[config.mk]
export PLATFORM = sky130hd
export DESIGN_NAME = udp_tx_framer
export DESIGN_NICKNAME = d
export VERILOG_FILES = /design/src/rtl/udp_tx_pkg.sv /design/src/rtl/ip_hdr_cksum.sv /design/src/rtl/udp_tx_framer.sv
export SDC_FILE = /design/constraint.sdc
export NUM_CORES = 1
export LEC_CHECK = 0
export CAP_MARGIN = 20
export CELL_PAD_IN_SITES_DETAIL_PLACEMENT = 1
export CELL_PAD_IN_SITES_GLOBAL_PLACEMENT = 2
export CORE_UTILIZATION = 31
export CTS_CLUSTER_DIAMETER = 200
export DETAILED_ROUTE_END_ITERATION = 6
export PLACE_DENSITY = 0.84
export SETUP_SLACK_MARGIN = 0.15
export SKIP_LAST_GASP = 1
export SLEW_MARGIN = 10
export SYNTH_ARGS = -nofsm -noshare
export SYNTH_HDL_FRONTEND = slang
export SYNTH_SLANG_ARGS = --single-unit
[constraint.sdc]
create_clock -name usr_clk -period 5.1 [get_ports usr_clk]
set_clock_uncertainty 0.05 [all_clocks]
set_input_delay 1.02 -clock usr_clk [delete_from_list [all_inputs] [get_ports usr_clk]]
set_output_delay 1.02 -clock usr_clk [all_outputs]
set_load 0.01 [all_outputs]
[src/rtl/udp_tx_pkg.sv]
// udp_tx_pkg: state encoding, protocol constants and header word indices for the UDP transmit framer
package udp_tx_pkg;
    typedef logic [2:0] state_t;
    localparam state_t ST_IDLE    = 3'd0;
    localparam state_t ST_CKSUM   = 3'd1;
    localparam state_t ST_FOLD    = 3'd2;
    localparam state_t ST_HDR     = 3'd3;
    localparam state_t ST_PAYLOAD = 3'd4;
    localparam state_t ST_TAIL    = 3'd5;
    localparam state_t ST_PAD     = 3'd6;
    localparam state_t ST_DONE    = 3'd7;
    localparam logic [15:0] ETHERTYPE_IPV4 = 16'h0800;
    localparam logic [7:0]  IP_VER_IHL     = 8'h45;
    localparam logic [15:0] IP_FLAGS_DF    = 16'h4000;
    localparam logic [7:0]  PROTO_UDP      = 8'h11;
    localparam logic [8:0]  MIN_FRAME_WORDS = 9'd15;
    localparam logic [8:0] W_ETH0     = 9'd0;
    localparam logic [8:0] W_ETH1     = 9'd1;
    localparam logic [8:0] W_ETH2     = 9'd2;
    localparam logic [8:0] W_ETYPE    = 9'd3;
    localparam logic [8:0] W_IP_LEN   = 9'd4;
    localparam logic [8:0] W_IP_TTL   = 9'd5;
    localparam logic [8:0] W_IP_CKSUM = 9'd6;
    localparam logic [8:0] W_IP_ADDR0 = 9'd7;
    localparam logic [8:0] W_IP_ADDR1 = 9'd8;
    localparam logic [8:0] W_UDP_LEN  = 9'd9;
    localparam logic [8:0] W_PAYLOAD  = 9'd10;
endpackage

[src/rtl/ip_hdr_cksum.sv]
// ip_hdr_cksum: one's-complement halfword accumulator; fold collapses carries twice in one cycle
module ip_hdr_cksum (
    input  logic        usr_clk,
    input  logic        reset_n,
    input  logic        clr,
    input  logic        add_en,
    input  logic [15:0] operand,
    input  logic        fold,
    output logic [15:0] result
);
    logic [19:0] acc;
    logic [16:0] f1;
    logic [15:0] f2;
    assign f1 = {1'b0, acc[15:0]} + {13'b0, acc[19:16]};
    assign f2 = f1[15:0] + {15'b0, f1[16]};
    assign result = ~acc[15:0];
    always_ff @(posedge usr_clk or negedge reset_n) begin
        if (!reset_n) acc <= '0;
        else if (clr) acc <= '0;
        else if (fold) acc <= {4'b0, f2};
        else if (add_en) acc <= acc + {4'b0, operand};
    end
endmodule

[src/rtl/udp_tx_framer.sv]
// udp_tx_framer: builds Ethernet/IPv4/UDP frames from a latched descriptor and a 32-bit payload stream
module udp_tx_framer
    import udp_tx_pkg::*;
#(
    parameter int unsigned MAX_LEN_WORDS = 366,
    parameter int unsigned TTL = 64
) (
    input  logic        usr_clk,
    input  logic        reset_n,
    input  logic        start,
    input  logic [47:0] src_mac,
    input  logic [47:0] dst_mac,
    input  logic [31:0] src_ip,
    input  logic [31:0] dst_ip,
    input  logic [15:0] src_port,
    input  logic [15:0] dst_port,
    input  logic [8:0]  len_words,
    input  logic [31:0] pl_data,
    input  logic        pl_valid,
    output logic        pl_ready,
    output logic [31:0] tx_data,
    output logic        tx_sof,
    output logic        tx_we,
    input  logic        tx_stop,
    output logic        busy,
    output logic        done,
    output logic        err
);
    localparam logic [7:0] TTL_B = 8'(TTL);
    localparam logic [8:0] MAX_LEN = 9'(MAX_LEN_WORDS);
    state_t state, state_nxt;
    logic [8:0] idx, len_q;
    logic [47:0] src_mac_q, dst_mac_q;
    logic [31:0] src_ip_q, dst_ip_q, hdr_word;
    logic [15:0] src_port_q, dst_port_q, ident, carry, ip_len, udp_len, operand, cksum;
    logic accept, bad, emit;
    assign accept = state == ST_IDLE && start;
    assign bad = len_words == 9'd0 || len_words > MAX_LEN;
    assign emit = state == ST_HDR || state == ST_PAYLOAD || state == ST_TAIL || state == ST_PAD;
    assign tx_we = emit && !tx_stop && (state != ST_PAYLOAD || pl_valid);
    assign pl_ready = state == ST_PAYLOAD && !tx_stop;
    assign tx_sof = state == ST_HDR && idx == W_ETH0;
    assign busy = state != ST_IDLE && state != ST_DONE;
    assign done = state == ST_DONE;
    assign ip_len = 16'd28 + {5'b0, len_q, 2'b0};
    assign udp_len = 16'd8 + {5'b0, len_q, 2'b0};

    ip_hdr_cksum u_cksum (
        .usr_clk (usr_clk),
        .reset_n (reset_n),
        .clr     (accept),
        .add_en  (state == ST_CKSUM),
        .operand (operand),
        .fold    (state == ST_FOLD),
        .result  (cksum)
    );

    always_comb begin
        operand = 16'h0;
        case (idx)
            9'd0: operand = {IP_VER_IHL, 8'h00};
            9'd1: operand = ip_len;
            9'd2: operand = ident;
            9'd3: operand = IP_FLAGS_DF;
            9'd4: operand = {TTL_B, PROTO_UDP};
            9'd6: operand = src_ip_q[31:16];
            9'd7: operand = src_ip_q[15:0];
            9'd8: operand = dst_ip_q[31:16];
            9'd9: operand = dst_ip_q[15:0];
            default: operand = 16'h0;
        endcase
    end

    always_comb begin
        hdr_word = 32'h0;
        case (idx)
            W_ETH0:     hdr_word = dst_mac_q[47:16];
            W_ETH1:     hdr_word = {dst_mac_q[15:0], src_mac_q[47:32]};
            W_ETH2:     hdr_word = src_mac_q[31:0];
            W_ETYPE:    hdr_word = {ETHERTYPE_IPV4, IP_VER_IHL, 8'h00};
            W_IP_LEN:   hdr_word = {ip_len, ident};
            W_IP_TTL:   hdr_word = {IP_FLAGS_DF, TTL_B, PROTO_UDP};
            W_IP_CKSUM: hdr_word = {cksum, src_ip_q[31:16]};
            W_IP_ADDR0: hdr_word = {src_ip_q[15:0], dst_ip_q[31:16]};
            W_IP_ADDR1: hdr_word = {dst_ip_q[15:0], src_port_q};
            W_UDP_LEN:  hdr_word = {dst_port_q, udp_len};
            default:    hdr_word = 32'h0;
        endcase
        // payload is shifted by a halfword because the headers end 2 bytes into a word
        tx_data = state == ST_HDR ? hdr_word :
                  state == ST_PAYLOAD ? {(idx == W_PAYLOAD ? 16'h0 : carry), pl_data[31:16]} :
                  state == ST_TAIL ? {carry, 16'h0} : 32'h0;
    end

    always_comb begin
        state_nxt = state;
        case (state)
            ST_IDLE:    state_nxt = (start && !bad) ? ST_CKSUM : ST_IDLE;
            ST_CKSUM:   state_nxt = idx == 9'd9 ? ST_FOLD : ST_CKSUM;
            ST_FOLD:    state_nxt = ST_HDR;
            ST_HDR:     state_nxt = (tx_we && idx == W_UDP_LEN) ? ST_PAYLOAD : ST_HDR;
            ST_PAYLOAD: state_nxt = (tx_we && idx == W_UDP_LEN + len_q) ? ST_TAIL : ST_PAYLOAD;
            ST_TAIL:    state_nxt = !tx_we ? ST_TAIL : idx < MIN_FRAME_WORDS - 9'd1 ? ST_PAD : ST_DONE;
            ST_PAD:     state_nxt = (tx_we && idx == MIN_FRAME_WORDS - 9'd1) ? ST_DONE : ST_PAD;
            ST_DONE:    state_nxt = ST_IDLE;
            default:    state_nxt = ST_IDLE;
        endcase
    end

    always_ff @(posedge usr_clk or negedge reset_n) begin
        if (!reset_n) begin
            state <= ST_IDLE;
            idx <= '0;
            len_q <= '0;
            src_mac_q <= '0;
            dst_mac_q <= '0;
            src_ip_q <= '0;
            dst_ip_q <= '0;
            src_port_q <= '0;
            dst_port_q <= '0;
            ident <= '0;
            carry <= '0;
            err <= 1'b0;
        end else begin
            state <= state_nxt;
            err <= accept && bad;
            if (accept) begin
                len_q <= len_words;
                src_mac_q <= src_mac;
                dst_mac_q <= dst_mac;
                src_ip_q <= src_ip;
                dst_ip_q <= dst_ip;
                src_port_q <= src_port;
                dst_port_q <= dst_port;
            end
            if (accept || state == ST_FOLD) idx <= '0;
            else if (state == ST_CKSUM || tx_we) idx <= idx + 9'd1;
            if (state == ST_PAYLOAD && tx_we) carry <= pl_data[15:0];
            if (done) ident <= ident + 16'd1;
        end
    end
endmodule

==> qor.txt <==
SYNTH
--------------------------------------------------------------------------------
Number of unique standard cell types used by synthesis                        80
Mux share of post-synthesis cell area                                    0.01812
Main combinational cell family by area after synthesis              simple AND/OR/NAND/NOR gates
Yosys warnings                                                                 0
Mean cell area of the mapped netlist                                  8.258 um^2
Total nets after synthesis                                                  2087
Fraction of post-synthesis cell area in the top cell type by area         0.4441
Number of enable-type register cells in the synthesized netlist                0
Synth Area in Adders                                                     0.02938
Compound-Gate Fraction of Synth Area                                      0.1684
Cell taking the most area after synthesis                           sky130_fd_sc_hd__dfrtp_1
Post-synthesis instance total                                               1815
Part of the Yosys area used for sequential elements                       0.4441
Post-Synthesis Cell Area                                              14990 um^2
Share of synthesized cell area in and, or, nand and nor gates             0.2649
Leading post-synthesis cells by cell area                           sky130_fd_sc_hd__dfrtp_1 (44%), sky130_fd_sc_hd__nand2_1 (18%), sky130_fd_sc_hd__a22oi_1 (2.7%), sky130_fd_sc_hd__ha_1 (2.7%), sky130_fd_sc_hd__xnor2_1 (2.3%)
Most used flip-flop cell after synthesis                            sky130_fd_sc_hd__dfrtp_1
Async set-or-reset flop fraction in the synthesized netlist                1.000
Post-synthesis sequential element count                                      266
Share of the synthesized netlist area taken by xor and xnor gates        0.03740

LAYOUT
--------------------------------------------------------------------------------
Final non-filler cell total                                                 2700
# nets final                                                                2330
Fraction of layout cells with a size suffix above 1                      0.08013
Synth-to-layout area growth                                               31.68%
Share of the core filled with cells in the final layout                   0.4134

FLOORPLANNING
--------------------------------------------------------------------------------
Horizontal extent of the die                                            221.9 um
Floorplan die height                                                    221.9 um
Core footprint                                                        47750 um^2
Starting density of the core                                              0.3139
Number of standard-cell rows in the floorplan                                 80
Total Die Area                                                        49230 um^2
I/O Pins                                                                     276

DETAILED ROUTING
--------------------------------------------------------------------------------
Total via count after detailed routing                                     14930
Total Routed Length                                                     65.28 mm
Post-detailed-route DRC marker count                                           0
Antenna Violating Nets Remaining                                               0
First-iteration detailed-routing DRC count                                  1185
DR pass1 iterations                                                            6
Wire length per cell after detailed routing                             24.18 um
Number of vias per cell after detailed routing                             5.528

STA
--------------------------------------------------------------------------------
Highest clock frequency the design can meet                           0.2036 GHz
Final Cycle Share                                                         0.9629
Unrepaired setup endpoints after global routing                            false
Fin. max-slew vios                                                             0
Min Tclk post-route                                                     4.911 ns
Transition time at the pin with the least slew margin                   1.166 ns
Max-slew headroom                                                         0.2196
Endpoints failing hold                                                         0
Final number of setup-violating endpoints                                      0
Setup total negative slack                                                  0 ns

CLOCK TREE
--------------------------------------------------------------------------------
# H-tree levels                                                                2
Clock tree from TritonCTS                                                    yes
Skew-Pair Late Insertion Delay                                           0.55 ns
CTS Buf Count                                                                 34
Sinks on Clock Net                                                           266
Worst-path clk slew                                                      0.06 ns
Maximum number of buffers from clock root to sink                              3
Clk root buf                                                        sky130_fd_sc_hd__clkbuf_16
Count of hold-fix buffers inserted at cts                                      0

PLACE
--------------------------------------------------------------------------------
Gp weighted congestion                                                    0.9149
Post-detail-place hpwl                                                  49.50 mm
Placed cell count                                                           2633
Number of input and output port buffers inserted                             275

POWER AND IR DROP
--------------------------------------------------------------------------------
Total leakage power                                                     8.905 nW
Ratio of total power to cell area                                   596.3 nW/um^2
Worst voltage drop across the vdd grid                                 0.2129 mV

WORST SETUP PATH
--------------------------------------------------------------------------------
Max FO, Critical Path                                                          8
WP data arrival                                                          3.84 ns
Category of the critical setup timing path                            reg -> out
Kind of end point of the critical path                                output pin
FF-to-FF End                                                        u_cksum.acc[18]
Reg-to-reg setup timing slack                                            0.44 ns
Worst r2r path cells                                                          13
Setup crit start kind                                                   register
Data required time at the worst endpoint                                 4.03 ns
FF-to-FF Start                                                            idx[4]

FLOW RUN
--------------------------------------------------------------------------------
Max-cap violation count                                                        0

GLOBAL ROUTE
--------------------------------------------------------------------------------
Largest net degree at the start of global routing                            125
Antenna violations before repair                                               7
Number of global-route vias before repair                                  15530
Global-route wire length before repair                                  99.12 mm
Grt ovf                                                                        0
Combined global-route utilization of all metal layers                     0.2650

OUTCOME
--------------------------------------------------------------------------------
Status                                                                 completed

HOLD PATH
--------------------------------------------------------------------------------
Type of the tightest min-delay check                                 in -> async

## worst max-delay path by stage
stage	slack, ns	to	start	depth (start not counted)
after floorplan	0.94	u_cksum.acc[18]	idx[0]	19
after global placement	0.49	tx_data[2]	idx[0]	10
after detailed placement	0.44	tx_data[3]	idx[0]	10
after CTS	-0.0005	tx_data[3]	idx[0]	11
after global routing	0.15	tx_data[26]	idx[4]	8
final	0.19	tx_data[26]	idx[4]	8
## final cells by class
class,count,area (um^2)
Fill cell,5592,28010
Multi-Input combinational cell,1416,7860
Sequential cell,266,6658
Timing Repair Buffer,325,3221
Clock buffer,44,969.7
Tap cell,615,769.5
Clock inverter,18,200.2
Inverter,15,56.30
Antenna cell,1,2.502
## cell usage after synthesis, types with 8 or more instances
library cell	n
sky130_fd_sc_hd__a211oi_1	12
sky130_fd_sc_hd__nor2_1	62
sky130_fd_sc_hd__ha_1	32
sky130_fd_sc_hd__dfrtp_1	266
sky130_fd_sc_hd__a22oi_1	54
sky130_fd_sc_hd__nand4_1	26
sky130_fd_sc_hd__o21ai_1	11
sky130_fd_sc_hd__nand2_1	723
sky130_fd_sc_hd__nand2b_1	9
sky130_fd_sc_hd__or3_1	8
sky130_fd_sc_hd__o21ai_0	66
sky130_fd_sc_hd__nor2b_1	8
sky130_fd_sc_hd__and2_1	8
sky130_fd_sc_hd__a221o_1	8
sky130_fd_sc_hd__mux2i_1	8
sky130_fd_sc_hd__a221oi_1	28
sky130_fd_sc_hd__xor2_1	24
sky130_fd_sc_hd__mux2_2	17
sky130_fd_sc_hd__a21oi_1	48
sky130_fd_sc_hd__nor3_1	19
sky130_fd_sc_hd__a22o_1	25
sky130_fd_sc_hd__nand3_1	40
sky130_fd_sc_hd__buf_2	16
sky130_fd_sc_hd__clkbuf_1	85
sky130_fd_sc_hd__a21o_1	9
sky130_fd_sc_hd__buf_1	9
sky130_fd_sc_hd__o2111ai_1	10
sky130_fd_sc_hd__xnor2_1	40
sky130_fd_sc_hd__inv_1	15
## logic make-up after synthesis
| group | after synthesis |
|---|---|
| and+or+nand+nor | 945 |
| AOI/OAI and AO/OA | 347 |
| DFF | 266 |
| buffers and inverters | 134 |
| xor gates and xnor gates | 64 |
| adders and majority gates | 34 |
| muxes | 25 |
## worst max-delay path, cell delays in order (launching register included)
cell and delay [ns]:
sky130_fd_sc_hd__dfrtp_1 0.46, sky130_fd_sc_hd__or4_1 0.62, sky130_fd_sc_hd__or3_1 0.57, sky130_fd_sc_hd__nor2_4 0.39, sky130_fd_sc_hd__a22oi_1 0.22, sky130_fd_sc_hd__o2111ai_1 0.21
sky130_fd_sc_hd__a211o_1 0.17, sky130_fd_sc_hd__a22o_1 0.12, sky130_fd_sc_hd__clkdlybuf4s50_1 0.53
## placed cells by master (no fill, tap or decap), types with 40 or more instances in the layout
master and count:
sky130_fd_sc_hd__nor2_1 57, sky130_fd_sc_hd__dfrtp_1 265, sky130_fd_sc_hd__a21oi_1 48, sky130_fd_sc_hd__nand3_1 40, sky130_fd_sc_hd__a22oi_1 54, sky130_fd_sc_hd__o21ai_0 65, sky130_fd_sc_hd__xnor2_1 40, sky130_fd_sc_hd__nand2_1 723
sky130_fd_sc_hd__clkdlybuf4s50_1 274, sky130_fd_sc_hd__buf_4 42
## repair_timing
item	4_1_cts	5_1_grt
cloned	1	0
pin swaps	1	1
endpoints found under the setup margin	18	35
gates resized for setup	7	9
buffers inserted	0	2
## metrics by stage
stage	hold slack, ns	setup slack [ns]	cell area, um^2	power, W
floorplan	0.3903	0.9441	14990	0.006708
global placement	0.4075	0.4945	18470	0.008950
detailed placement	0.4118	0.4431	18470	0.009096
CTS	0.3464	-0.0005191	19670	0.01172
global route	0.3649	0.1520	19740	0.01242
finish	0.3462	0.1893	19740	0.01177
## metal layers
metal / track usage / wire length [um] / vias to the layer above
met4: 0.08557 / 2088 / 12
met2: 0.4323 / 30810 / 503
met3: 0.04744 / 4095 / 106
met1: 0.3551 / 28210 / 7560
li1: - / - / 6745
met5: 0 / 79 / -
## registers in the layout (all words and copies together), names as in the netlist
signal and flops:
carry 16, dst_ip_q 32, dst_mac_q 48, dst_port_q 16, err 1, ident 16
idx 9, len_q 9, src_ip_q 32, src_mac_q 48, src_port_q 16, state 3
u_cksum.acc 20
## power by group
group / internal [W] / leakage [nW] / switching [W]
clock: 0.00151 / 0.566 / 0.00101
combinational: 0.00195 / 4.95 / 0.00324
sequential: 0.00296 / 3.38 / 0.00110
total: 0.00642 / 8.90 / 0.00535
Power figures use the tool's default switching activity.
